**config.mk**
```make
export PLATFORM = sky130hd
export DESIGN_NAME = booth_mul_seq
export DESIGN_NICKNAME = d
export VERILOG_FILES = /design/src/rtl/mul_pkg.sv /design/src/rtl/booth_step.sv /design/src/rtl/booth_mul_seq.sv
export SDC_FILE = /design/constraint.sdc
export NUM_CORES = 1
export LEC_CHECK = 0
export CAP_MARGIN = 25
export CORE_ASPECT_RATIO = 1.4
export CORE_MARGIN = 3
export CORE_UTILIZATION = 48
export DETAILED_ROUTE_END_ITERATION = 16
export PLACE_DENSITY = 0.76
export SYNTH_ARGS = -nofsm -noshare
export SYNTH_HDL_FRONTEND = slang
export SYNTH_SLANG_ARGS = --single-unit
```
**constraint.sdc**
```tcl
create_clock -name CLK -period 2.9 [get_ports CLK]
set_clock_uncertainty 0.15 [all_clocks]
set_input_delay 0.87 -clock CLK [delete_from_list [all_inputs] [get_ports CLK]]
set_output_delay 0.87 -clock CLK [all_outputs]
set_load 0.005 [all_outputs]
```
**src/rtl/mul_pkg.sv**
```systemverilog
// Shared constants for the sequential Booth multiplier: FSM encodings and default operand width.
package mul_pkg;

  localparam logic [1:0] ST_IDLE = 2'b00;
  localparam logic [1:0] ST_CALC = 2'b01;
  localparam logic [1:0] ST_DONE = 2'b10;

  localparam int unsigned MUL_WIDTH = 8;

endpackage

```
**src/rtl/booth_step.sv**
```systemverilog
// One radix-2 Booth iteration on {ACC, Q, Q-1}: conditional add/sub of M, then arithmetic shift right.
module booth_step
  import mul_pkg::*;
#(
  parameter int unsigned WIDTH = MUL_WIDTH
) (
  input  logic [2*WIDTH+2:0] i_acq,
  input  logic [WIDTH:0]     i_m,
  output logic [2*WIDTH+2:0] o_acq
);

  localparam int unsigned OpW = WIDTH + 1;

  logic [OpW-1:0] w_acc;
  logic [OpW-1:0] w_q;
  logic           w_q1;
  logic [OpW:0]   w_sum;

  assign w_acc = i_acq[2*WIDTH+2 -: OpW];
  assign w_q   = i_acq[OpW:1];
  assign w_q1  = i_acq[0];

  // One guard bit keeps the add/sub exact before the shift drops it again.
  always_comb begin
    w_sum = {w_acc[OpW-1], w_acc};
    case ({w_q[0], w_q1})
      2'b01:   w_sum = {w_acc[OpW-1], w_acc} + {i_m[OpW-1], i_m};
      2'b10:   w_sum = {w_acc[OpW-1], w_acc} - {i_m[OpW-1], i_m};
      default: w_sum = {w_acc[OpW-1], w_acc};
    endcase
  end

  assign o_acq = {w_sum[OpW:1], w_sum[0], w_q[OpW-1:1], w_q[0]};

endmodule

```
**src/rtl/booth_mul_seq.sv**
```systemverilog
// Multi-cycle radix-2 Booth multiplier, signed or unsigned, with valid/ready on both sides.
module booth_mul_seq
  import mul_pkg::*;
#(
  parameter int unsigned WIDTH = MUL_WIDTH
) (
  input  logic                 CLK,
  input  logic                 RESET,
  input  logic                 IN_VALID,
  output logic                 IN_READY,
  input  logic [WIDTH-1:0]     DATA1,
  input  logic [WIDTH-1:0]     DATA2,
  input  logic                 SIGNED_MODE,
  output logic                 OUT_VALID,
  input  logic                 OUT_READY,
  output logic [2*WIDTH-1:0]   PRODUCT,
  output logic [WIDTH-1:0]     RESULT,
  output logic                 OVERFLOW,
  output logic                 ZERO
);

  localparam int unsigned ITER = WIDTH + 1;
  localparam int unsigned OpW  = WIDTH + 1;
  localparam int unsigned RegW = 2 * OpW + 1;
  localparam int unsigned CntW = $clog2(ITER + 1);

  typedef enum logic [1:0] {
    StIdle = ST_IDLE,
    StCalc = ST_CALC,
    StDone = ST_DONE
  } state_e;

  state_e             r_state;
  logic [RegW-1:0]    r_acq;
  logic [OpW-1:0]     r_m;
  logic [CntW-1:0]    r_cnt;
  logic               r_signed;
  logic               r_in_ready;
  logic               r_out_valid;
  logic [2*WIDTH-1:0] r_product;
  logic               r_ovf;
  logic               r_zero;

  logic [RegW-1:0]    w_next;
  logic [2*WIDTH-1:0] w_prod;
  logic [OpW-1:0]     w_q_ext;
  logic [OpW-1:0]     w_m_ext;
  logic               w_ovf;
  logic               w_zero;

  booth_step #(
    .WIDTH(WIDTH)
  ) u_step (
    .i_acq(r_acq),
    .i_m  (r_m),
    .o_acq(w_next)
  );

  // {ACC, Q} holds the exact product; only its low 2*WIDTH bits are reported.
  assign w_prod  = w_next[2*WIDTH:1];
  assign w_m_ext = SIGNED_MODE ? {DATA1[WIDTH-1], DATA1} : {1'b0, DATA1};
  assign w_q_ext = SIGNED_MODE ? {DATA2[WIDTH-1], DATA2} : {1'b0, DATA2};

  always_comb begin
    w_zero = (w_prod == '0);
    if (r_signed) begin
      w_ovf = !((&w_prod[2*WIDTH-1:WIDTH-1]) || !(|w_prod[2*WIDTH-1:WIDTH-1]));
    end else begin
      w_ovf = |w_prod[2*WIDTH-1:WIDTH];
    end
  end

  always_ff @(posedge CLK) begin
    if (!RESET) begin
      r_state     <= StIdle;
      r_acq       <= '0;
      r_m         <= '0;
      r_cnt       <= '0;
      r_signed    <= 1'b0;
      r_in_ready  <= 1'b1;
      r_out_valid <= 1'b0;
      r_product   <= '0;
      r_ovf       <= 1'b0;
      r_zero      <= 1'b0;
    end else begin
      unique case (r_state)
        StIdle: begin
          if (IN_VALID) begin
            r_m        <= w_m_ext;
            r_acq      <= {{OpW{1'b0}}, w_q_ext, 1'b0};
            r_signed   <= SIGNED_MODE;
            r_cnt      <= '0;
            r_in_ready <= 1'b0;
            r_state    <= StCalc;
          end
        end
        StCalc: begin
          r_acq <= w_next;
          r_cnt <= r_cnt + 1'b1;
          if (r_cnt == CntW'(ITER - 1)) begin
            r_product   <= w_prod;
            r_ovf       <= w_ovf;
            r_zero      <= w_zero;
            r_out_valid <= 1'b1;
            r_state     <= StDone;
          end
        end
        StDone: begin
          if (OUT_READY) begin
            r_out_valid <= 1'b0;
            r_in_ready  <= 1'b1;
            r_state     <= StIdle;
          end
        end
        default: r_state <= StIdle;
      endcase
    end
  end

  assign IN_READY  = r_in_ready;
  assign OUT_VALID = r_out_valid;
  assign PRODUCT   = r_product;
  assign RESULT    = r_product[WIDTH-1:0];
  assign OVERFLOW  = r_ovf;
  assign ZERO      = r_zero;

endmodule

```
==> report_table.html <==
<table>
<tr><th>Metric</th><th>Value</th></tr>
<tr><th colspan="2">STA</th></tr>
<tr><td>Final hold violations</td><td>0</td></tr>
<tr><td>Final min period</td><td>2.92 ns</td></tr>
<tr><td>Setup Viol. Count Final</td><td>2</td></tr>
<tr><td>Fin Setup TNS</td><td>-0.0360 ns</td></tr>
<tr><td>Achievable frequency</td><td>342 MHz</td></tr>
<tr><td>Relative slew slack</td><td>0.611</td></tr>
<tr><td>Worst slew pin tran</td><td>0.583 ns</td></tr>
<tr><td>Worst Hold Slack</td><td>0.309 ns</td></tr>
<tr><td>Final-report max-slew violation count</td><td>0</td></tr>
<tr><td>Final worst setup slack</td><td>-0.0238 ns</td></tr>
<tr><td>Setup repair after global routing missed its margin</td><td>yes</td></tr>
<tr><td>Tcrit/Tclk final</td><td>1.01</td></tr>
<tr><th colspan="2">Drt</th></tr>
<tr><td>Routed vias/inst</td><td>5.69</td></tr>
<tr><td>Number of nets still failing antenna checks after routing</td><td>0</td></tr>
<tr><td>Routed wire per std cell</td><td>15.1 microns</td></tr>
<tr><td>First drt pass iteration count</td><td>4</td></tr>
<tr><td>Number of DRC violations after detailed-routing iteration 0</td><td>204</td></tr>
<tr><td>DR vias</td><td>2898</td></tr>
<tr><td>Total Routed Length</td><td>7.67 mm</td></tr>
<tr><td>DRC errors left</td><td>0</td></tr>
<tr><th colspan="2">Floorplanning</th></tr>
<tr><td>Die outline area</td><td>0.00714 sq mm</td></tr>
<tr><td>Ports placed on the boundary</td><td>49</td></tr>
<tr><td>Die Y-Extent</td><td>98.8 microns</td></tr>
<tr><td>Initial Utilization</td><td>0.500</td></tr>
<tr><td>Std-Cell Rows</td><td>33</td></tr>
<tr><td>Core outline area</td><td>0.00590 sq mm</td></tr>
<tr><td>Horizontal die dimension</td><td>72.3 microns</td></tr>
<tr><th colspan="2">Outcome</th></tr>
<tr><td>Violations in the final reports</td><td>setup timing</td></tr>
<tr><td>Result of the run</td><td>complete, but fails checks</td></tr>
<tr><th colspan="2">Clock tree</th></tr>
<tr><td>Maximum number of buffers from clock root to sink</td><td>2</td></tr>
<tr><td># hold bufs at CTS</td><td>0</td></tr>
<tr><td>Clock slew at reported path FFs</td><td>0.10 ns</td></tr>
<tr><td>Cts bufs inserted</td><td>5</td></tr>
<tr><td>Clock H-tree levels</td><td>2</td></tr>
<tr><td>TritonCTS Sinks</td><td>55</td></tr>
<tr><td>Buffer cell driving the clock tree root</td><td>clkbuf_8</td></tr>
<tr><td>CTS tree</td><td>done</td></tr>
<tr><td>Clock latency of the later-clocked register in the worst-skew pair</td><td>0.32 ns</td></tr>
<tr><th colspan="2">GRT</th></tr>
<tr><td>Wire length of the first global-routing pass</td><td>12.7 mm</td></tr>
<tr><td>Antenna violations before repair</td><td>0</td></tr>
<tr><td>Via count of the first global-routing pass</td><td>2787</td></tr>
<tr><td>Largest net degree at the start of global routing</td><td>44</td></tr>
<tr><td>GRT overflow</td><td>0</td></tr>
<tr><td>Global router's overall resource usage</td><td>0.222</td></tr>
<tr><th colspan="2">Worst setup path</th></tr>
<tr><td>Crit path DAT</td><td>3.00 ns</td></tr>
<tr><td>Nature of the critical path startpoint</td><td>flop</td></tr>
<tr><td>Setup CP Type</td><td>flop to flop</td></tr>
<tr><td>Max FO, Critical Path</td><td>4</td></tr>
<tr><td>Type of element capturing the critical path</td><td>flop</td></tr>
<tr><td>Worst endpoint required time</td><td>2.98 ns</td></tr>
<tr><td>Worst-case register-to-register setup slack</td><td>-0.02 ns</td></tr>
<tr><th colspan="2">Cells and area</th></tr>
<tr><td>Synthesis-to-finish area growth</td><td>31.8%</td></tr>
<tr><td>Ratio of cells with drive above 1 in the final layout</td><td>0.171</td></tr>
<tr><td>Ant. Diodes</td><td>0</td></tr>
<tr><td>Post-layout nets</td><td>474</td></tr>
<tr><td>Final design instance area without fill</td><td>0.00389 sq mm</td></tr>
<tr><td>Post-layout instance count excluding filler cells</td><td>509</td></tr>
<tr><td>Core utilization of the finished layout</td><td>0.658</td></tr>
<tr><th colspan="2">Placed design</th></tr>
<tr><td>Placed instance count</td><td>495</td></tr>
<tr><td>RD Place Congestion</td><td>0.925</td></tr>
<tr><td>Estimated wirelength of the detail-placed design</td><td>5.57 mm</td></tr>
<tr><td>Area post-placement</td><td>0.00364 sq mm</td></tr>
<tr><td>IO buf count</td><td>48</td></tr>
<tr><td>Worst slack at placement</td><td>-0.0944 ns</td></tr>
<tr><th colspan="2">Pwr</th></tr>
<tr><td>Worst vdd ir</td><td>0.000246 V</td></tr>
<tr><td>Static leakage power</td><td>1.44 nW</td></tr>
<tr><td>Total power consumption of the routed design</td><td>1.91 mW</td></tr>
<tr><td>Power per cell area</td><td>491 mW/mm^2</td></tr>
<tr><th colspan="2">Hold path</th></tr>
<tr><td>Min-delay worst type</td><td>flop to flop</td></tr>
<tr><th colspan="2">Synthesis</th></tr>
<tr><td>Cell count after synthesis</td><td>378</td></tr>
<tr><td>Synth async-reset ratio</td><td>0</td></tr>
<tr><td>Number of synthesized register bits</td><td>55</td></tr>
<tr><td>Mapped Area</td><td>0.00295 sq mm</td></tr>
<tr><td>Post-synth EDFFs</td><td>0</td></tr>
<tr><td>Mean area per synthesized cell</td><td>7.81 sq um</td></tr>
<tr><td>Primary FF master, synth</td><td>dfxtp_1</td></tr>
<tr><td>Post-Synthesis Net Count</td><td>414</td></tr>
<tr><td>Unique cell type count in the Yosys netlist</td><td>52</td></tr>
<tr><td>Yosys warnings</td><td>0</td></tr>
<tr><td>Share of synthesized area occupied by flip-flops and latches</td><td>0.373</td></tr>
<tr><th colspan="2">Flow run</th></tr>
<tr><td># Max-Cap Violations</td><td>0</td></tr>
</table>
-- final timing paths --
check | start | to | depth (start not counted)
max | r_m[1] | OVERFLOW | 14
max reg2reg | r_m[1] | OVERFLOW | 14
min reg2reg | PRODUCT[8] | PRODUCT[8] | 2
min | PRODUCT[8] | PRODUCT[8] | 2
-- kinds of logic after synthesis --
family | after synthesis | synth area share
flops | 55 | 0.373
fa+ha+maj | 15 | 0.0662
buf+inv | 42 | 0.0657
simple gates | 161 | 0.252
mux | 4 | 0.0140
compound gates | 90 | 0.196
xor+xnor | 11 | 0.0327
-- state kept, by name, summed over array words and instances, names as in the netlist --
signal,cells
r_acq,19
PRODUCT,16
r_m,9
r_cnt,4
r_state,2
IN_READY,1
OUT_VALID,1
OVERFLOW,1
ZERO,1
r_signed,1
-- Yosys cell counts, types with 2 or more instances --
master	instances	area, sq um
a211oi_1	9	67.6
a31oi_1	3	18.8
a21oi_1	40	200
o32ai_1	2	17.5
o211ai_1	3	22.5
nand3_1	12	60.1
nor2b_1	4	25.0
a21o_1	2	15.0
nor4b_1	2	17.5
or2_2	2	12.5
mux2i_1	3	30.0
xor2_1	2	17.5
or3_1	4	25.0
clkbuf_1	16	60.1
o221ai_1	7	61.3
ha_1	14	175
or4_1	2	15.0
buf_4	8	60.1
o21ai_0	8	40.0
a32oi_1	2	17.5
nand4_1	2	12.5
xnor2_1	9	78.8
nor3b_1	2	15.0
nor2_1	51	191
nor3_1	8	40.0
nand2_1	58	218
nand2b_1	5	31.3
dfxtp_1	55	1100
o21a_1	6	45.0
inv_1	12	45.0
buf_2	4	20.0
-- report_power, final --
group          leakage [nW]  internal [mW]  switching, mW  total, mW
logic                 0.940          0.318          0.326      0.644
clock network        0.0485          0.174          0.270      0.444
registers             0.449          0.788         0.0329      0.821
-- layer usage --
metal,routed length [microns],track usage
met1,3020,0.256
met2,4060,0.396
met3,363,0.0367
met5,0,0
met4,229,0.0883
-- repair_timing --
| item | CTS | global route |
|---|---|---|
| setup buffers | 2 | 5 |
| pin swaps | 3 | 15 |
| resized for setup | 4 | 22 |
| setup endpoints to repair | 2 | 5 |
-- worst max-delay path, cell delays in order, from the launching register on --
cell,delay [ns]
dfxtp_2,0.37
inv_2,0.05
ha_4,0.16
nand2b_4,0.06
nor2_1,0.04
nor2_1,0.15
xnor2_1,0.10
ha_1,0.39
buf_4,0.16
o211ai_1,0.10
a21oi_2,0.19
nor3_1,0.08
o31a_1,0.37
and4b_1,0.24
a211oi_2,0.23
-- final cells by class --
type | instances | area, sq um
fill | 502 | 2020
multi-input combinational | 281 | 1800
sequential | 55 | 1110
timing repair buffer | 82 | 751
tap | 70 | 87.6
clock buffer | 5 | 68.8
inverter | 13 | 48.8
clock inverter | 3 | 22.5
-- placed cells by master, fill, tap and decap left out, types with 3 or more instances in the layout --
| master | count |
|---|---|
| a211oi_1 | 6 |
| a211oi_2 | 3 |
| a21oi_1 | 39 |
| a31oi_1 | 3 |
| buf_4 | 30 |
| buf_6 | 4 |
| clkbuf_8 | 5 |
| clkdlybuf4s50_1 | 48 |
| dfxtp_1 | 50 |
| dfxtp_2 | 5 |
| ha_1 | 11 |
| ha_4 | 3 |
| inv_1 | 8 |
| inv_2 | 4 |
| mux2i_1 | 3 |
| nand2_1 | 58 |
| nand2b_1 | 3 |
| nand3_1 | 11 |
| nor2_1 | 50 |
| nor2b_1 | 4 |
| nor3_1 | 6 |
| o211ai_1 | 3 |
| o21a_1 | 6 |
| o21ai_0 | 5 |
| o21ai_1 | 3 |
| o221ai_1 | 7 |
| xnor2_1 | 9 |
No activity file was read; power rests on OpenSTA's default activity.
